===== config.mk =====
export PLATFORM = sky130hd
export DESIGN_NAME = id_ex_stage
export DESIGN_NICKNAME = d
export VERILOG_FILES = /design/src/rtl/id_ex_stage.sv
export SDC_FILE = /design/constraint.sdc
export NUM_CORES = 1
export LEC_CHECK = 0
export ABC_AREA = 1
export CORE_AREA = 3 3 124 126
export CTS_BUF_LIST = sky130_fd_sc_hd__clkbuf_16
export CTS_CLUSTER_DIAMETER = 60
export DETAILED_ROUTE_END_ITERATION = 10
export DIE_AREA = 0 0 127 129
export PLACE_DENSITY = 0.88
export SKIP_LAST_GASP = 1
export SLEW_MARGIN = 15
export SYNTH_ARGS = -nofsm -noshare
export SYNTH_HDL_FRONTEND = slang
export SYNTH_SLANG_ARGS = --single-unit
export TNS_END_PERCENT = 30

===== constraint.sdc =====
create_clock -name clk -period 6.4 [get_ports clk]
set_input_delay 1.28 -clock clk [delete_from_list [all_inputs] [get_ports clk]]
set_output_delay 1.28 -clock clk [all_outputs]
set_load 0.01 [all_outputs]

===== src/rtl/id_ex_stage.sv =====
// ID/EX stage: register-file addressing, MEM/WB operand bypass, stall detection and the ID/EX register.
// Define ID_EX_PERF_EN to add the o_stall_cycles counter output.
module id_ex_stage #(
  parameter int CTRL_W = 8
) (
  input  logic              clk,
  input  logic              reset,
  input  logic              i_valid,
  input  logic [4:0]        i_rs,
  input  logic [4:0]        i_rt,
  input  logic              i_use_rs,
  input  logic              i_use_rt,
  input  logic [4:0]        i_dest,
  input  logic [31:0]       i_imm,
  input  logic [CTRL_W-1:0] i_ctrl,
  output logic [4:0]        o_read_register1,
  output logic [4:0]        o_read_register2,
  input  logic [31:0]       i_read_data1,
  input  logic [31:0]       i_read_data2,
  input  logic              i_mem_reg_write,
  input  logic [4:0]        i_mem_rd,
  input  logic              i_mem_is_load,
  input  logic [31:0]       i_mem_result,
  input  logic              i_wb_reg_write,
  input  logic [4:0]        i_wb_write_register,
  input  logic [31:0]       i_wb_write_data,
  input  logic              i_flush,
  output logic              o_stall,
  output logic              o_valid,
  output logic [31:0]       o_rs_data,
  output logic [31:0]       o_rt_data,
  output logic [4:0]        o_dest,
  output logic [31:0]       o_imm,
  output logic [CTRL_W-1:0] o_ctrl
`ifdef ID_EX_PERF_EN
  ,
  output logic [31:0]       o_stall_cycles
`endif
);

  logic [1:0][4:0]  src;
  logic [1:0][31:0] rf_data;
  logic [1:0]       use_flag;
  logic [1:0][31:0] fwd_data;
  logic [1:0]       hazard;
  logic             load_bubble;

  logic              valid_reg;
  logic [31:0]       rs_data_reg;
  logic [31:0]       rt_data_reg;
  logic [4:0]        dest_reg;
  logic [31:0]       imm_reg;
  logic [CTRL_W-1:0] ctrl_reg;

  assign src[0]      = i_rs;
  assign src[1]      = i_rt;
  assign rf_data[0]  = i_read_data1;
  assign rf_data[1]  = i_read_data2;
  assign use_flag[0] = i_use_rs;
  assign use_flag[1] = i_use_rt;

  assign o_read_register1 = i_rs;
  assign o_read_register2 = i_rt;

  genvar gi;
  generate
    for (gi = 0; gi < 2; gi++) begin : g_src
      // MEM beats WB; a load in MEM has no data yet, so it never forwards.
      assign fwd_data[gi] =
        (src[gi] == 5'd0) ? 32'd0 :
        (i_mem_reg_write && !i_mem_is_load && (i_mem_rd == src[gi])) ? i_mem_result :
        (i_wb_reg_write && (i_wb_write_register == src[gi])) ? i_wb_write_data :
        rf_data[gi];

      assign hazard[gi] = i_valid && use_flag[gi] && (src[gi] != 5'd0) &&
        ((valid_reg && ctrl_reg[0] && (dest_reg == src[gi])) ||
         (i_mem_reg_write && i_mem_is_load && (i_mem_rd == src[gi])));
    end
  endgenerate

  assign o_stall     = (|hazard) && !i_flush && !reset;
  assign load_bubble = i_flush || o_stall || !i_valid;

  always_ff @(posedge clk or posedge reset) begin
    if (reset) begin
      valid_reg   <= 1'b0;
      rs_data_reg <= '0;
      rt_data_reg <= '0;
      dest_reg    <= '0;
      imm_reg     <= '0;
      ctrl_reg    <= '0;
    end else if (load_bubble) begin
      valid_reg   <= 1'b0;
      rs_data_reg <= '0;
      rt_data_reg <= '0;
      dest_reg    <= '0;
      imm_reg     <= '0;
      ctrl_reg    <= '0;
    end else begin
      valid_reg   <= 1'b1;
      rs_data_reg <= fwd_data[0];
      rt_data_reg <= fwd_data[1];
      dest_reg    <= i_dest;
      imm_reg     <= i_imm;
      ctrl_reg    <= i_ctrl;
    end
  end

  assign o_valid   = valid_reg;
  assign o_rs_data = rs_data_reg;
  assign o_rt_data = rt_data_reg;
  assign o_dest    = dest_reg;
  assign o_imm     = imm_reg;
  assign o_ctrl    = ctrl_reg;

`ifdef ID_EX_PERF_EN
  logic [31:0] stall_cycles_reg;
  logic [31:0] stall_cycles_next;

  // Free-running count of stalled edges; wraps naturally.
  assign stall_cycles_next = stall_cycles_reg + 32'd1;

  always_ff @(posedge clk or posedge reset) begin
    if (reset) begin
      stall_cycles_reg <= '0;
    end else if (o_stall) begin
      stall_cycles_reg <= stall_cycles_next;
    end
  end

  assign o_stall_cycles = stall_cycles_reg;
`endif

endmodule


**Word-level counts from Yosys, hierarchy flattened**

Index checks and enable logic that the tools add are counted.

- Bits in registers: 110
- Word-level logic and storage cells: 56
- Input port bits: 202

- Equal/unequal tests: 6
- Reductions and logical operators: 32
- Muxes and demuxes: 12

Operators with widths:

| operator | count |
|---|---|
| $mux W32 | 9 |
| $eq A5 B5 Y1 | 6 |
| $logic_and A1 B1 Y1 | 19 |
| $logic_not A5 Y1 | 2 |
| $reduce_bool A5 Y1 | 2 |
| $mux W8 | 1 |
| $mux W5 | 1 |
| $logic_not A1 Y1 | 4 |
| $logic_or A1 B1 Y1 | 4 |
| $reduce_or A2 Y1 | 1 |
| $mux W1 | 1 |

**Longest topological paths before layout**

Gate-level depths: netlist of run 1.

- Word-level depth: 10
- Mapped depth: 13
- Depth with buffers taken out: 11

**Worst setup path before layout of run 1**

OpenSTA, ideal clock, no wires.

- Path type: input port to output port
- Start point: input port i_rs[3]
- End point: output port o_stall
- Setup slack: 3202 ps
- Data arrival time: 1918 ps
- Buffers on the path: 0
- Cell stages on the path: 8
- Cell sequence: nor3_2 > nand3_1 > nand3_1 > inv_1 > nand2_1 > nand2_1 > nand2_1 > inv_1

- Cells in the longest elaborated chain, start to end: 7
- Elaborated cells between the ends (all ways): 11
- Classes of those cells: eq/ne (2); reduce/logical (9)

RTL lines:

| element | line | source |
|---|---|---|
| start: declaration | 9 | `input logic [4:0] i_rs,` |
| $eq A5 B5 Y1, on equally long branches | 76, 77 |  |
| $logic_and A1 B1 Y1, on equally long branches | 76, 77 |  |
| $logic_or A1 B1 Y1 | 76 | `((valid_reg && ctrl_reg[0] && (dest_reg == src[gi])) \|\|` |
| $logic_and A1 B1 Y1 * | 75 | `assign hazard[gi] = i_valid && use_flag[gi] && (src[gi] != 5'd0) &&` |
| $reduce_or A2 Y1 * | 81 | `assign o_stall = (\|hazard) && !i_flush && !reset;` |
| $logic_and A1 B1 Y1 * (2 in series) | 81 |  |
| end: declaration | 28 | `output logic o_stall,` |

Mark *: on every way between the ends. The rest lies on a longest branch, timed or not.

**Final worst setup path of run 1**

- Start point: input port i_rt[3]
- End point: output port o_stall

- Cells in the longest elaborated chain, start to end: 7
- Elaborated cells between the ends (all ways): 11
- Classes of those cells: eq/ne (2); reduce/logical (9)

RTL lines:

| element | line | source |
|---|---|---|
| start: declaration | 10 | `input logic [4:0] i_rt,` |
| $eq A5 B5 Y1, on equally long branches | 76, 77 |  |
| $logic_and A1 B1 Y1, on equally long branches | 76, 77 |  |
| $logic_or A1 B1 Y1 | 76 |  |
| $logic_and A1 B1 Y1 * | 75 |  |
| $reduce_or A2 Y1 * | 81 |  |
| $logic_and A1 B1 Y1 * (2 in series) | 81 |  |

Marked as above.

==> results of run 1 <==
[per-layer routing]
| layer | GRT usage (%) | vias up | wire length, um |
|---|---|---|---|
| li1 | - | 3213 | - |
| met1 | 37.31 | 3269 | 9143 |
| met2 | 49.94 | 514 | 11930 |
| met3 | 6.227 | 80 | 2487 |
| met4 | 10.47 | 0 | 916 |
| met5 | 0 | - | 0 |
[metrics by stage]
| stage | cells | power [mW] |
|---|---|---|
| 6_report | 1286 | 1.738 |
| 5_1_grt | 1286 | 1.813 |
| 4_1_cts | 1286 | 1.746 |
| 3_5_place_dp | 1270 | 1.166 |
| 3_3_place_gp | 1270 | 1.162 |
| 2_1_floorplan | 823 | 0.9271 |
[worst max-delay path by stage]
| stage | cells after the start | from | to | slack [ns] |
|---|---|---|---|---|
| after floorplan | 1 | reset | o_ctrl[0] | 2.22 |
| after global placement | 11 | i_rt[3] | o_stall | 1.71 |
| after detailed placement | 11 | i_rt[3] | o_stall | 1.72 |
| after CTS | 11 | i_rt[3] | o_stall | 1.72 |
| after global routing | 11 | i_rt[3] | o_stall | 1.52 |
| final | 11 | i_rt[3] | o_stall | 1.69 |
[layout make-up]
cell class	instances	area [um^2]
timing repair buffer	336	3328
multi-input combinational	533	2678
clock buffer	9	225.2
fill	1201	4720
inverter	107	404.1
sequential	110	2753
tap	184	230.2
clock inverter	7	86.33
[report_power, final]
| part | switching [mW] | total [mW] | internal, mW |
|---|---|---|---|
| combinational | 0.210 | 0.425 | 0.215 |
| clock | 0.297 | 0.580 | 0.283 |
| sequential | 0.0102 | 0.733 | 0.723 |
| total | 0.517 | 1.74 | 1.22 |
[flip-flops by register name, summed over array words and instances, names as in the netlist]
register and cells:
o_ctrl 8, o_dest 5, o_imm 32, o_rs_data 32
o_rt_data 32, o_valid 1
[critical path: cells and delay by family]
kind	cells	cell delay (ns)
AND/OR/NAND/NOR	6	0.47
buffers and inverters	5	1.67
[logic make-up (layout without fill, tap and decap cells)]
| logic type | Yosys count | after routing | share of synthesized area (%) |
|---|---|---|---|
| AOI/OAI and AO/OA | 13 | 13 | 1.258 |
| xor gates and xnor gates | 6 | 6 | 0.8388 |
| buffers and inverters | 180 | 459 | 13.80 |
| DFF | 110 | 110 | 43.94 |
| and+or+nand+nor | 514 | 514 | 40.16 |
[synth_stat cells]
| cell type | n |
|---|---|
| inv_2 | 8 |
| clkbuf_1 | 22 |
| dfrtp_1 | 110 |
| o21ai_1 | 3 |
| nor2_1 | 86 |
| o22ai_1 | 1 |
| nand2_1 | 108 |
| nor2_2 | 45 |
| nand3_1 | 199 |
| nor3_4 | 2 |
| xor2_1 | 4 |
| o211a_1 | 1 |
| nor3_1 | 1 |
| a21oi_2 | 2 |
| nand3_2 | 1 |
| nand4_1 | 66 |
| buf_4 | 15 |
| and3_1 | 2 |
| nand2_2 | 1 |
| nor3_2 | 2 |
| inv_1 | 99 |
| xnor2_1 | 2 |
| o21ai_0 | 6 |
| nand2_4 | 1 |
| buf_6 | 14 |
| buf_2 | 22 |
==> metrics.csv, run 1 <==
metric,value,unit
synthDistinctLibCells,26,
fin_ws,1.688,ns
cp.arrival,3.43,ns
skew,0.01151,ns
core,0.01442,mm^2
outcome,finished clean,
netlist_top_cells_area,"dfrtp_1, nand3_1, nand4_1",
wire_per_inst,19.04,um
crit_path_end_kind,output pin,
synth_top_cell_area_share,43.94,%
fin_area,0.009704,mm^2
worst_pin_slew,1.001,ns
htree_num_levels,3,
drtIter0Drc,914,
grt_max_degree,73,
drtPass1Iterations,7,
drive_above_1_share,8.621,%
ys_seq_elements,110,
grt_pass1_wl,37720,um
num_io_pins,323,
pre_cts_ws,1.724,ns
cts.repair.resized,0,
yosys_warnings,0,
cp.required,5.12,ns
setup_viol,0,
die_x,127,um
setup.worst_path.start_class,primary input,
ant_nets,0,
antenna_cells,0,
setup_tns,0,ns
clkLatencyLatePin,0.36,ns
gp_congestion,0.9367,
cts_tree,done,
powerDensity,179.1,mW/mm^2
finalCriticalPeriod,4.712,ns
cts_buffer_depth,2,
timing.hold.ws,1.441,ns
slew_violations,0,
syn_nets,1025,
synth.cell_area,0.006265,mm^2
mostFrequentLayoutCells,"clkdlybuf4s50_1, nand3_1, dfrtp_1",
worstRegToRegCells,12,
avgSynthCellArea,7.612,um^2
reg2reg_slack,3.92,ns
cap_violations,0,
finalNetCount,1299,
holdCritPathClass,in2reg,
post-route-util,67.28,%
grt_pass1_vias,6840,
netlist_instances,823,
cts.clk_slew.worst_paths,0.08,ns
cts_setup_buffers,0,
dp_hpwl,17840,um
antenna_found_initial,0,
p_leak,4.700,nW
hp-start,i_dest[4],
path_cells,clkdlybuf4s50_1 > nor3_2 > nand3_2 > buf_4 > nand3_1 > inv_1 > nand2_1 > nand2_1 > nand2_1 > inv_1 > clkdlybuf4s50_1,
relSlewSlack,33.15,%
yosysSeqAreaShare,43.94,%
crit_type,in2out,
die_y,129,um
slowest_stage,clkdlybuf4s50_1,
final_common_cell,clkdlybuf4s50_1,
hold_path_depth,3,
grt_overflow,0,
vias,7076,
cts_root_buffer,clkbuf_16,
gr-usage-all-layers,29.42,%
port_buffers,322,
grt_setup_unrepaired,false,
worstReg2RegEnd,o_imm[27],
cts_sinks,110,
path_max_fanout,33,
whs_endpoint,o_dest[4],
drc,0,
via_per_inst,5.502,
timing.rr.start,o_dest[0],
irDropWorstVdd,0.1181,mV
hold_viol_final,0,
finalWirelength,24480,um
area_growth,54.90,%
cpMostUsedCell,nand2_1,
ctsHoldBuffers,0,
fin_crit_sh,73.63,%
start_util,43.43,%
yosysTopAreaCell,dfrtp_1,
rows,44,
cts_made_buffers,9,
die_area,0.01638,mm^2
placed_area,0.009393,mm^2
fmax,212.2,MHz
crit_path_max_incr_delay,0.62,ns
Power figures use the tool's default switching activity.
==> run 2: changes to the inputs <==
- CORE_AREA: 3 3 124 126 -> 3 3 128 130
- DIE_AREA: 0 0 127 129 -> 0 0 131 133
- PLACE_DENSITY: 0.88 -> 0.84
- clock period: 6.4 -> 4.4 ns (I/O delays scaled with it)
==> run 2 against run 1 <==
Against the previous run:
- die area is 6.3% higher
- design area rose by 1.1%
- power increased by 46%
- wire length increased by 2.7%
- final cell count is 2.6% higher
- sequential share of layout area down 0.30 points
- first-iteration DRC count fell by 26%
- combinational power increased by 47%
- worst hold slack got worse by 0.41 ns
- worst setup slack got worse by 1.0 ns
==> metrics.csv, run 2 (same netlist as run 1, synthesis figures left out) <==
metric,value,unit
outcome,finished clean,
path_max_fanout,6,
drive_above_1_share,9.033,%
powerDensity,259.1,mW/mm^2
ant_nets,0,
mostFrequentLayoutCells,"clkdlybuf4s50_1, nand3_1, dfrtp_1",
cts_root_buffer,clkbuf_16,
drc,0,
via_per_inst,5.267,
crit_type,in2out,
num_io_pins,323,
finalCriticalPeriod,3.747,ns
cp.required,3.52,ns
skew,0.008706,ns
slew_violations,0,
vias,6952,
die_x,131,um
setup.worst_path.start_class,primary input,
wire_per_inst,19.04,um
cts_buffer_depth,2,
dp_cells,1302,
pre_cts_ws,0.6585,ns
finalNetCount,1304,
worst_pin_slew,0.8343,ns
p_sw,0.7610,mW
grt_overflow,0,
cts_sinks,110,
htree_num_levels,3,
relSlewSlack,44.38,%
gp_congestion,0.9360,
multi_input_area,0.002678,mm^2
regArea,0.002753,mm^2
gr-usage-all-layers,27.73,%
fin_ws,0.6525,ns
swShare,29.95,%
grt_pass1_vias,6643,
p_seq_share,42.0,%
dp_hpwl,18620,um
final_common_cell,clkdlybuf4s50_1,
cts.repair.resized,0,
port_buffers,322,
start_util,41.06,%
grt_pass1_wl,37330,um
cts_made_buffers,9,
drtIter0Drc,675,
holdCritPathClass,in2reg,
fill_cells,1275,
grt_max_degree,63,
irDropWorstVdd,0.1799,mV
finalWirelength,25130,um
p_leak,4.734,nW
cap_violations,0,
clkPwrFrac,33.4,%
fin_crit_sh,85.17,%
antenna_found_initial,2,
p_int,1.780,mW
cp.arrival,2.87,ns
setup_tns,0,ns
instances_no_fill,1320,
cts_setup_buffers,0,
fmax,266.8,MHz
area_growth,56.54,%
cts.clk_slew.worst_paths,0.08,ns
rows,45,
total_power,2.541,mW
core,0.01526,mm^2
combPwrFrac,24.6,%
setup_viol,0,
die_area,0.01742,mm^2
crit_path_end_kind,output pin,
clkLatencyLatePin,0.36,ns
ctsHoldBuffers,0,
hold_viol_final,0,
grt_setup_unrepaired,false,
die_y,133,um
drtPass1Iterations,6,
cts_tree,done,
run 2: changes by cell type in the layout (fill, tap and decap cells not counted):
cell / before / now
buf_4: 14 / 17
buf_12: 0 / 2
diode_2: 0 / 2
inv_6: 2 / 0
clkinvlp_4: 0 / 1
inv_8: 1 / 2
run 2: layout make-up:
class / count / share of cell area [%]
well taps: 211 / 2.692
clock buffers: 9 / 2.297
repair buffers: 341 / 34.58
flip-flops and latches: 110 / 28.07
multi-input cells: 533 / 27.30
clock inverters: 7 / 0.8931
diodes: 2 / 0.05103
inverters: 107 / 4.121
run 2: metal layers:
metal	share of wire [%]	vias to the layer above	GRT usage, %	wire [um]
met5	0	-	0	0
met4	3.6	0	10.63	904
met3	11	71	6.419	2767
met2	48	516	45.34	12100
met1	37	3145	35.29	9361
li1	-	3220	-	-
run 2: power groups by stage:
stage	Clock, mW	Sequential, mW	Combinational (mW)
detailed placement	0	1.09	0.620
global route	0.895	1.07	0.672
floorplan	0	1.11	0.241
finish	0.848	1.07	0.626
CTS	0.860	1.07	0.623
global placement	0	1.09	0.618
run 2: per-stage QoR:
step / utilization (%) / hold WS [ns] / cell area (um^2)
floorplan: - / 0.9862 / 6265
global placement: 62.19 / 1.400 / 9489
detailed placement: 62.19 / 1.401 / 9489
CTS: 64.24 / 1.021 / 9802
global route: 64.27 / 1.034 / 9807
finish: 64.27 / 1.035 / 9807
run 2: path summary, 6_finish.rpt:
| kind | end | slack [ns] | start | cells past startpoint |
|---|---|---|---|---|
| setup / recovery | o_stall | 0.65 | i_rt[0] | 12 |
| hold / removal | o_ctrl[7] | 1.03 | i_ctrl[7] | 3 |
| setup reg to reg | o_rt_data[23] | 2.25 | o_dest[4] | 11 |
| hold reg to reg | o_valid | 1.44 | o_dest[0] | 9 |
| max in group asynchronous | o_imm[13] | 2.43 | reset | 3 |
| min in group asynchronous | o_dest[4] | 1.06 | reset | 2 |
run 2: worst max-delay path: stages:
cell             delay, ns
clkdlybuf4s50_1       0.61
inv_2                 0.08
nand2_1               0.06
nand2_1               0.05
nor2_1                0.17
nand4_1               0.11
nand2_1               0.09
nand2_1               0.06
nand2_1               0.07
nand2_1               0.09
inv_1                 0.07
clkdlybuf4s50_1       0.53
